===== config.mk =====
export PLATFORM = sky130hd
export DESIGN_NAME = ahb_bus_arbiter
export DESIGN_NICKNAME = d
export VERILOG_FILES = /design/src/rtl/ahb_types_pkg.sv /design/src/rtl/ahb_rr_picker.sv /design/src/rtl/ahb_bus_arbiter.sv
export SDC_FILE = /design/constraint.sdc
export NUM_CORES = 1
export LEC_CHECK = 0
export ABC_CLOCK_PERIOD_IN_PS = 3100
export CORE_AREA = 2 2 150 152
export DETAILED_ROUTE_END_ITERATION = 16
export DIE_AREA = 0 0 152 154
export GPL_ROUTABILITY_DRIVEN = 0
export PLACE_DENSITY = 0.63
export REMOVE_ABC_BUFFERS = 1
export SLEW_MARGIN = 40
export SYNTH_ARGS = -nofsm -noshare
export SYNTH_HDL_FRONTEND = slang
export SYNTH_SLANG_ARGS = --single-unit

===== constraint.sdc =====
create_clock -name HCLK -period 3.1 [get_ports HCLK]
set_clock_uncertainty 0.15 [all_clocks]
set_input_delay 0.31 -clock HCLK [delete_from_list [all_inputs] [get_ports HCLK]]
set_output_delay 0.31 -clock HCLK [all_outputs]
set_load 0.01 [all_outputs]

===== src/rtl/ahb_types_pkg.sv =====
// rtl/ahb_types_pkg.sv - shared AHB widths, encodings and burst helpers
package ahb_types_pkg;

    localparam int ADDR_WIDTH   = 32;
    localparam int DATA_WIDTH   = 32;
    localparam int HBURST_WIDTH = 3;

    // Beat countdown only needs to hold len-1 of the longest fixed burst (16).
    localparam int CNT_WIDTH    = 4;

    typedef enum logic [1:0] {
        HT_IDLE   = 2'd0,
        HT_BUSY   = 2'd1,
        HT_NONSEQ = 2'd2,
        HT_SEQ    = 2'd3
    } htrans_e;

    typedef enum logic [2:0] {
        HB_SINGLE = 3'd0,
        HB_INCR   = 3'd1,
        HB_WRAP4  = 3'd2,
        HB_INCR4  = 3'd3,
        HB_WRAP8  = 3'd4,
        HB_INCR8  = 3'd5,
        HB_WRAP16 = 3'd6,
        HB_INCR16 = 3'd7
    } hburst_e;

    typedef enum logic [1:0] {
        ARB   = 2'd0,
        FIXED = 2'd1,
        INCR  = 2'd2
    } arb_state_e;

    // Beat count of a burst; SINGLE is one beat, INCR has no fixed length (0).
    function automatic logic [4:0] burst_len(input hburst_e b);
        logic [4:0] len;
        case (b)
            HB_SINGLE:           len = 5'd1;
            HB_WRAP4,  HB_INCR4:  len = 5'd4;
            HB_WRAP8,  HB_INCR8:  len = 5'd8;
            HB_WRAP16, HB_INCR16: len = 5'd16;
            default:             len = 5'd0;
        endcase
        return len;
    endfunction

    // True for the wrapping/incrementing bursts of known length.
    function automatic logic is_fixed_burst(input hburst_e b);
        return (b != HB_SINGLE) && (b != HB_INCR);
    endfunction

endpackage


===== src/rtl/ahb_rr_picker.sv =====
// rtl/ahb_rr_picker.sv - combinational round-robin pick after the last owner
module ahb_rr_picker #(
    parameter int N     = 4,
    parameter int IDX_W = $clog2(N)
) (
    input  logic [N-1:0]     req,
    input  logic [IDX_W-1:0] last,
    output logic             valid,
    output logic [IDX_W-1:0] idx
);

    // Scan last+N down to last+1 so the nearest requester after last wins;
    // the last owner itself is the final candidate when nobody else asks.
    always_comb begin
        int c;
        logic [IDX_W-1:0] cand;
        valid = 1'b0;
        idx   = last;
        c     = 0;
        cand  = '0;
        for (int k = N; k >= 1; k--) begin
            c    = (int'(last) + k) % N;
            cand = IDX_W'(c);
            if (req[cand]) begin
                valid = 1'b1;
                idx   = cand;
            end
        end
    end

endmodule


===== src/rtl/ahb_bus_arbiter.sv =====
// rtl/ahb_bus_arbiter.sv - round-robin AHB-Lite arbiter with burst-locked grant
module ahb_bus_arbiter
    import ahb_types_pkg::*;
#(
    parameter int N_MGR        = 4,
    parameter int ADDR_WIDTH   = ahb_types_pkg::ADDR_WIDTH,
    parameter int DATA_WIDTH   = ahb_types_pkg::DATA_WIDTH,
    parameter int HBURST_WIDTH = ahb_types_pkg::HBURST_WIDTH
) (
    input  logic                                   HCLK,
    input  logic                                   HRESETn,
    input  logic [N_MGR-1:0]                       m_req,
    input  logic [N_MGR-1:0][ADDR_WIDTH-1:0]       m_haddr,
    input  logic [N_MGR-1:0][1:0]                  m_htrans,
    input  logic [N_MGR-1:0]                       m_hwrite,
    input  logic [N_MGR-1:0][2:0]                  m_hsize,
    input  logic [N_MGR-1:0][HBURST_WIDTH-1:0]     m_hburst,
    input  logic [N_MGR-1:0][DATA_WIDTH-1:0]       m_hwdata,
    output logic [N_MGR-1:0]                       m_grant,
    output logic [$clog2(N_MGR)-1:0]               dp_owner,
    output logic                                   dp_valid,
    output logic [ADDR_WIDTH-1:0]                  HADDR,
    output logic [1:0]                             HTRANS,
    output logic                                   HWRITE,
    output logic [2:0]                             HSIZE,
    output logic [HBURST_WIDTH-1:0]                HBURST,
    output logic [DATA_WIDTH-1:0]                  HWDATA,
    input  logic                                   HREADY,
    input  logic                                   HRESP
);

    localparam int IDX_W = $clog2(N_MGR);

    arb_state_e             state_q, state_n;
    logic [N_MGR-1:0]       grant_q, grant_n;
    logic [IDX_W-1:0]       owner_q, owner_n;
    logic [IDX_W-1:0]       dp_owner_q, dp_owner_n;
    logic                   dp_valid_q, dp_valid_n;
    logic [CNT_WIDTH-1:0]   cnt_q, cnt_n;
    logic                   err_q, err_n;

    logic                   pick_valid;
    logic [IDX_W-1:0]       pick_idx;
    logic                   gnt_any;
    htrans_e                cur_trans;
    hburst_e                cur_burst;

    assign gnt_any   = |grant_q;
    assign cur_trans = htrans_e'(HTRANS);
    assign cur_burst = hburst_e'(HBURST);

    ahb_rr_picker #(
        .N     (N_MGR),
        .IDX_W (IDX_W)
    ) u_picker (
        .req   (m_req),
        .last  (owner_q),
        .valid (pick_valid),
        .idx   (pick_idx)
    );

    // State register: FSM, grant, burst countdown, error latch and data-phase owner.
    always_ff @(posedge HCLK or negedge HRESETn) begin
        if (!HRESETn) begin
            state_q    <= ARB;
            grant_q    <= '0;
            owner_q    <= '0;
            dp_owner_q <= '0;
            dp_valid_q <= 1'b0;
            cnt_q      <= '0;
            err_q      <= 1'b0;
        end else begin
            state_q    <= state_n;
            grant_q    <= grant_n;
            owner_q    <= owner_n;
            dp_owner_q <= dp_owner_n;
            dp_valid_q <= dp_valid_n;
            cnt_q      <= cnt_n;
            err_q      <= err_n;
        end
    end

    // Next state: only an HREADY=1 cycle may move the grant, so a stalled
    // address phase is never handed to another manager.
    always_comb begin
        logic rearb;
        state_n    = state_q;
        grant_n    = grant_q;
        owner_n    = owner_q;
        dp_owner_n = dp_owner_q;
        dp_valid_n = dp_valid_q;
        cnt_n      = cnt_q;
        err_n      = err_q;
        rearb      = 1'b0;

        if (HREADY) begin
            dp_owner_n = owner_q;
            dp_valid_n = gnt_any && ((cur_trans == HT_NONSEQ) || (cur_trans == HT_SEQ));
            err_n      = 1'b0;

            if (err_q) begin
                // Second cycle of an error response: abandon whatever burst was running.
                state_n = ARB;
                cnt_n   = '0;
                rearb   = 1'b1;
            end else begin
                case (state_q)
                    ARB: begin
                        if (gnt_any && (cur_trans == HT_NONSEQ) && (cur_burst != HB_SINGLE)) begin
                            if (is_fixed_burst(cur_burst)) begin
                                state_n = FIXED;
                                cnt_n   = CNT_WIDTH'(burst_len(cur_burst) - 5'd1);
                            end else begin
                                state_n = INCR;
                                cnt_n   = '0;
                            end
                        end else begin
                            rearb = 1'b1;
                        end
                    end

                    FIXED: begin
                        case (cur_trans)
                            HT_SEQ: begin
                                if (cnt_q <= CNT_WIDTH'(1)) begin
                                    state_n = ARB;
                                    cnt_n   = '0;
                                    rearb   = 1'b1;
                                end else begin
                                    cnt_n = cnt_q - CNT_WIDTH'(1);
                                end
                            end
                            HT_BUSY: begin
                                cnt_n = cnt_q;
                            end
                            HT_NONSEQ: begin
                                // A new burst started before the old one finished.
                                if (is_fixed_burst(cur_burst)) begin
                                    cnt_n = CNT_WIDTH'(burst_len(cur_burst) - 5'd1);
                                end else if (cur_burst == HB_INCR) begin
                                    state_n = INCR;
                                    cnt_n   = '0;
                                end else begin
                                    state_n = ARB;
                                    cnt_n   = '0;
                                    rearb   = 1'b1;
                                end
                            end
                            default: begin
                                state_n = ARB;
                                cnt_n   = '0;
                                rearb   = 1'b1;
                            end
                        endcase
                    end

                    INCR: begin
                        if (!m_req[owner_q] || (cur_trans == HT_IDLE) || (cur_trans == HT_NONSEQ)) begin
                            state_n = ARB;
                            rearb   = 1'b1;
                        end
                    end

                    default: begin
                        state_n = ARB;
                        cnt_n   = '0;
                        rearb   = 1'b1;
                    end
                endcase
            end

            if (rearb) begin
                grant_n = '0;
                if (pick_valid) begin
                    grant_n[pick_idx] = 1'b1;
                    owner_n           = pick_idx;
                end
            end
        end else if (HRESP) begin
            // First error cycle: note it now, act on the following HREADY=1.
            err_n = 1'b1;
            cnt_n = '0;
        end
    end

    // Output mux: owner's address phase onto the bus, data-phase owner's HWDATA.
    always_comb begin
        HADDR  = '0;
        HTRANS = HT_IDLE;
        HWRITE = 1'b0;
        HSIZE  = '0;
        HBURST = '0;
        HWDATA = '0;
        if (gnt_any) begin
            HADDR  = m_haddr[owner_q];
            HTRANS = m_htrans[owner_q];
            HWRITE = m_hwrite[owner_q];
            HSIZE  = m_hsize[owner_q];
            HBURST = m_hburst[owner_q];
        end
        if (dp_valid_q) begin
            HWDATA = m_hwdata[dp_owner_q];
        end
    end

    assign m_grant  = grant_q;
    assign dp_owner = dp_owner_q;
    assign dp_valid = dp_valid_q;

endmodule


==> results.rst <==
.. list-table::
   :header-rows: 1

   * - Metric
     - Value
   * - Gate Count Post-Synth
     - 308
   * - Combinational family with the most area after synthesis
     - multiplexers
   * - Worst Setup Slack post-DPL
     - 310 ps
   * - Leakage power total
     - 2.74 nW
   * - Total vias in the final route
     - 4,292
   * - Number of nets with antenna violations after detailed routing
     - 0
   * - Global Route Usage Sum
     - 15.2%
   * - Worst voltage drop across the vdd grid
     - 0.400 mV
   * - Worst reg2reg path startpoint
     - owner_q[1]$_DFFE_PN0P_
   * - Router iterations before antenna repair
     - 4
   * - Type of the worst min-delay path
     - in -> async
   * - Post-Route WL
     - 18,500 um
   * - Layout Cell Area excl Fill
     - 0.00764 mm^2
   * - Largest driver fanout on the critical path
     - 40
   * - Iter 0 DRT Violations
     - 156
   * - Most common library cell in the layout ignoring fill and taps
     - sky130_fd_sc_hd__clkdlybuf4s50_1
   * - Fmax
     - 0.350 GHz
   * - Row cnt
     - 54
   * - Worst setup slack for register-to-register paths
     - 490 ps
   * - CTS root buffer
     - sky130_fd_sc_hd__clkbuf_16
   * - Clk_lat worst skew
     - 250 ps
   * - Outcome
     - finished, final reports clean
   * - Die Y
     - 154 um
   * - Number of CTS-inserted buffers
     - 3
   * - Most area-hungry cell type in the Yosys netlist
     - sky130_fd_sc_hd__mux4_2
   * - Sequential share of the synthesized area
     - 11.7%
   * - Data arrival at the endpoint of the critical path
     - 2400 ps
   * - Via density per instance
     - 4.52
   * - Crit start category
     - flip-flop
   * - Total cell area at the placement stage
     - 0.00755 mm^2
   * - Main area contributors after synthesis
     - sky130_fd_sc_hd__mux4_2 (48%), sky130_fd_sc_hd__and2_1 (13%), sky130_fd_sc_hd__dfrtp_1 (12%)
   * - Layout-stage area growth over the synthesis result
     - 123%
   * - DRC violations left
     - 0
   * - Postcts setup bufs
     - 0
   * - GRT met2 Usage
     - 30.4%
   * - Number of library cell types mapped by synthesis
     - 45
   * - Boundary Pins
     - 380
   * - Worst reg2reg path endpoint
     - m_grant[0]$_DFFE_PN0P_
   * - First-pass GRT wire length
     - 27,800 um
   * - Cell depth of the worst flop-to-flop path
     - 5
   * - # nets final
     - 973
   * - Tcrit/Tclk final
     - 92.1%
   * - Largest delay share family, worst path
     - buffers and inverters
   * - Multiplexer area fraction after synthesis
     - 53.3%
   * - H-tree levels
     - 1
   * - Chip Width
     - 152 um
   * - Yosys synthesis warning count
     - 0
   * - PwrDens
     - 702 mW/mm^2
   * - GRT busiest layer
     - met2
   * - Maximum number of pins on one net before global-route repair
     - 47
   * - Half-perimeter wire length after placement
     - 16,100 um
   * - Worst-case headroom to the max-slew limit
     - 53.7%
   * - Share of the synthesized netlist area taken by xor and xnor gates
     - 0%
   * - Number of clock sinks
     - 16
   * - Final routed wire length divided by cell count
     - 19.5 um
   * - Core Box Area
     - 0.0217 mm^2
   * - MaxCap Viol Count
     - 0
   * - Ratio of cells with drive above 1 in the final layout
     - 15.1%
   * - Total congestion overflow after global routing
     - 0
   * - Worst path bufs/invs
     - 3
   * - Worst-case setup margin in the final layout
     - 244 ps
   * - Initial core utilization
     - 15.8%
   * - Met3 usage in global routing
     - 3.89%
   * - Largest stage delay, worst path
     - 500 ps
   * - Area fraction in compound gates after synthesis
     - 7.96%
   * - Capturing element type of the critical path
     - output pin
   * - Antenna violations before repair
     - 2
   * - Die Area
     - 0.0234 mm^2
   * - RSZ-0062 raised after global routing
     - no
   * - Clock transition at the register clock pins on the worst setup and hold paths after CTS
     - 50 ps
   * - Critical path, cell by cell
     - buf_12 > buf_4 > mux4_2 > and2_1 > clkdlybuf4s50_1
   * - Top cell type's share of synthesized area
     - 48.0%
   * - Final critical path time including I/O delays and setup
     - 2860 ps
   * - Port buffer count
     - 379
   * - Required time at the endpoint of the critical path
     - 2640 ps
   * - Simple-gate share of the synthesized area
     - 21.4%
   * - Leading cell types in the layout, fill and taps excluded
     - sky130_fd_sc_hd__clkdlybuf4s50_1 (378), sky130_fd_sc_hd__mux4_2 (73), sky130_fd_sc_hd__and2_1 (71)
   * - Met1 track demand over resource in global routing
     - 16.1%
   * - Pins over their slew limit
     - 0
   * - Setup Viol. Count Final
     - 0
   * - Classification of the worst setup path
     - reg -> out
   * - TritonCTS clock tree
     - done
   * - Worst-margin pin slew
     - 689 ps
   * - Post-synthesis adder-cell area fraction
     - 0.730%
   * - Maximum number of buffers from clock root to sink
     - 2
   * - Number of hold violations in the final report
     - 0
   * - Post-Syn Area per Cell
     - 11.1 um^2
   * - Vias in the first global route
     - 4,690
   * - Summed instance area of the synthesized netlist
     - 0.00343 mm^2
   * - Diode insertion count for antenna repair
     - 0
   * - Cell with the largest stage delay on the worst path
     - sky130_fd_sc_hd__mux4_2
   * - CTS-repair resized insts
     - 0
   * - Flop and latch count out of synthesis
     - 16
==> flip-flops by register name, summed over array words and instances, names as in the netlist <==
signal / flops
owner_q: 2
cnt_q: 4
dp_owner: 2
dp_valid: 1
m_grant: 4
state_q: 2
err_q: 1
==> per-layer routing <==
metal	vias up	wire length, um
li1	1949	-
met3	12	1540
met4	0	180
met2	270	10200
met5	-	0
met1	2061	6580
==> report_power, final <==
part / leakage, nW / total [W] / internal [W] / switching (W)
combinational: 2.49 / 0.00462 / 0.00277 / 0.00184
sequential: 0.203 / 0.000466 / 0.000293 / 0.000173
clock: 0.0442 / 0.000285 / 0.000196 / 0.0000891
==> synth_stat cells <==
cell type                   instances
sky130_fd_sc_hd__mux4_2            73
sky130_fd_sc_hd__and2_1            71
sky130_fd_sc_hd__clkbuf_1          17
sky130_fd_sc_hd__nand2_1           17
sky130_fd_sc_hd__dfrtp_1           16
sky130_fd_sc_hd__inv_1             10
sky130_fd_sc_hd__nor2_1             9
sky130_fd_sc_hd__buf_2              7
sky130_fd_sc_hd__buf_1              6
sky130_fd_sc_hd__nand2b_1           6
sky130_fd_sc_hd__a21oi_1            5
sky130_fd_sc_hd__nor2b_1            5
sky130_fd_sc_hd__nor3_1             5
sky130_fd_sc_hd__o21ai_0            5
sky130_fd_sc_hd__mux2_2             4
sky130_fd_sc_hd__mux2i_1            4
sky130_fd_sc_hd__o22ai_1            4
sky130_fd_sc_hd__a221oi_1           3
sky130_fd_sc_hd__mux2_4             3
sky130_fd_sc_hd__o21a_1             3
sky130_fd_sc_hd__a211oi_1           2
sky130_fd_sc_hd__a31o_2             2
sky130_fd_sc_hd__a31oi_1            2
sky130_fd_sc_hd__and3_1             2
sky130_fd_sc_hd__ha_1               2
sky130_fd_sc_hd__mux4_1             2
sky130_fd_sc_hd__nand3_1            2
sky130_fd_sc_hd__nor4_1             2
sky130_fd_sc_hd__or3_1              2
sky130_fd_sc_hd__or4_1              2
sky130_fd_sc_hd__a2111o_1           1
sky130_fd_sc_hd__a2111oi_4          1
sky130_fd_sc_hd__a21o_1             1
sky130_fd_sc_hd__a311oi_1           1
sky130_fd_sc_hd__a32oi_1            1
sky130_fd_sc_hd__and3b_1            1
sky130_fd_sc_hd__buf_6              1
sky130_fd_sc_hd__nand3b_1           1
sky130_fd_sc_hd__nor4b_1            1
sky130_fd_sc_hd__o211ai_1           1
sky130_fd_sc_hd__o21ai_1            1
sky130_fd_sc_hd__o221a_2            1
sky130_fd_sc_hd__o22a_1             1
sky130_fd_sc_hd__o31ai_1            1
sky130_fd_sc_hd__or4b_1             1
==> repair_timing <==
action	CTS	global route
hold buffers	0	1
setup endpoints to repair	0	0
hold endpoints to repair	0	16
==> logic make-up after synthesis <==
family,count (synthesis)
multiplexers,86
flip-flops,16
buffers and inverters,41
AND/OR/NAND/NOR,127
adder cells (fa/ha/maj),2
AO/OA/AOI/OAI,36
==> per-stage QoR <==
stage / hold WS [ps] / total power, W / cells / utilization, % / setup TNS (ps)
5_1_grt: 386 / 0.00578 / 950 / 35.2 / 0
2_1_floorplan: -136 / 0.00294 / 277 / - / -7840
6_report: 361 / 0.00537 / 950 / 35.2 / 0
3_3_place_gp: 343 / 0.00514 / 945 / 34.8 / 0
4_1_cts: 372 / 0.00546 / 949 / 35.2 / 0
3_5_place_dp: 357 / 0.00514 / 945 / 34.8 / 0
==> worst reg2reg max path, stage by stage (launching register included) <==
cell and delay (ps):
sky130_fd_sc_hd__dfrtp_2 430, sky130_fd_sc_hd__inv_1 210, sky130_fd_sc_hd__mux4_2 600, sky130_fd_sc_hd__or3_1 480, sky130_fd_sc_hd__a31o_2 320, sky130_fd_sc_hd__mux2_4 310
==> final cells by class <==
class | count | area, um^2
Clock buffer | 4 | 88.8
Fill cell | 2229 | 14000
Inverter | 10 | 37.5
Multi-Input combinational cell | 251 | 2860
Sequential cell | 16 | 404
Tap cell | 280 | 350
Timing Repair Buffer | 389 | 3900
==> worst max-delay path by stage <==
stage,depth (start not counted),slack (ps),from,end
6_report,5,240,owner_q[0]$_DFFE_PN0P_,HADDR[21]
5_1_grt,5,110,owner_q[0]$_DFFE_PN0P_,HADDR[25]
4_1_cts,5,220,owner_q[0]$_DFFE_PN0P_,HADDR[25]
3_5_place_dp,6,310,m_htrans[4],m_grant[0]$_DFFE_PN0P_
3_3_place_gp,6,330,m_htrans[2],m_grant[0]$_DFFE_PN0P_
2_1_floorplan,5,-780,owner_q[0]$_DFFE_PN0P_,m_grant[0]$_DFFE_PN0P_
Note: power is estimated with default switching activity, not from simulation.
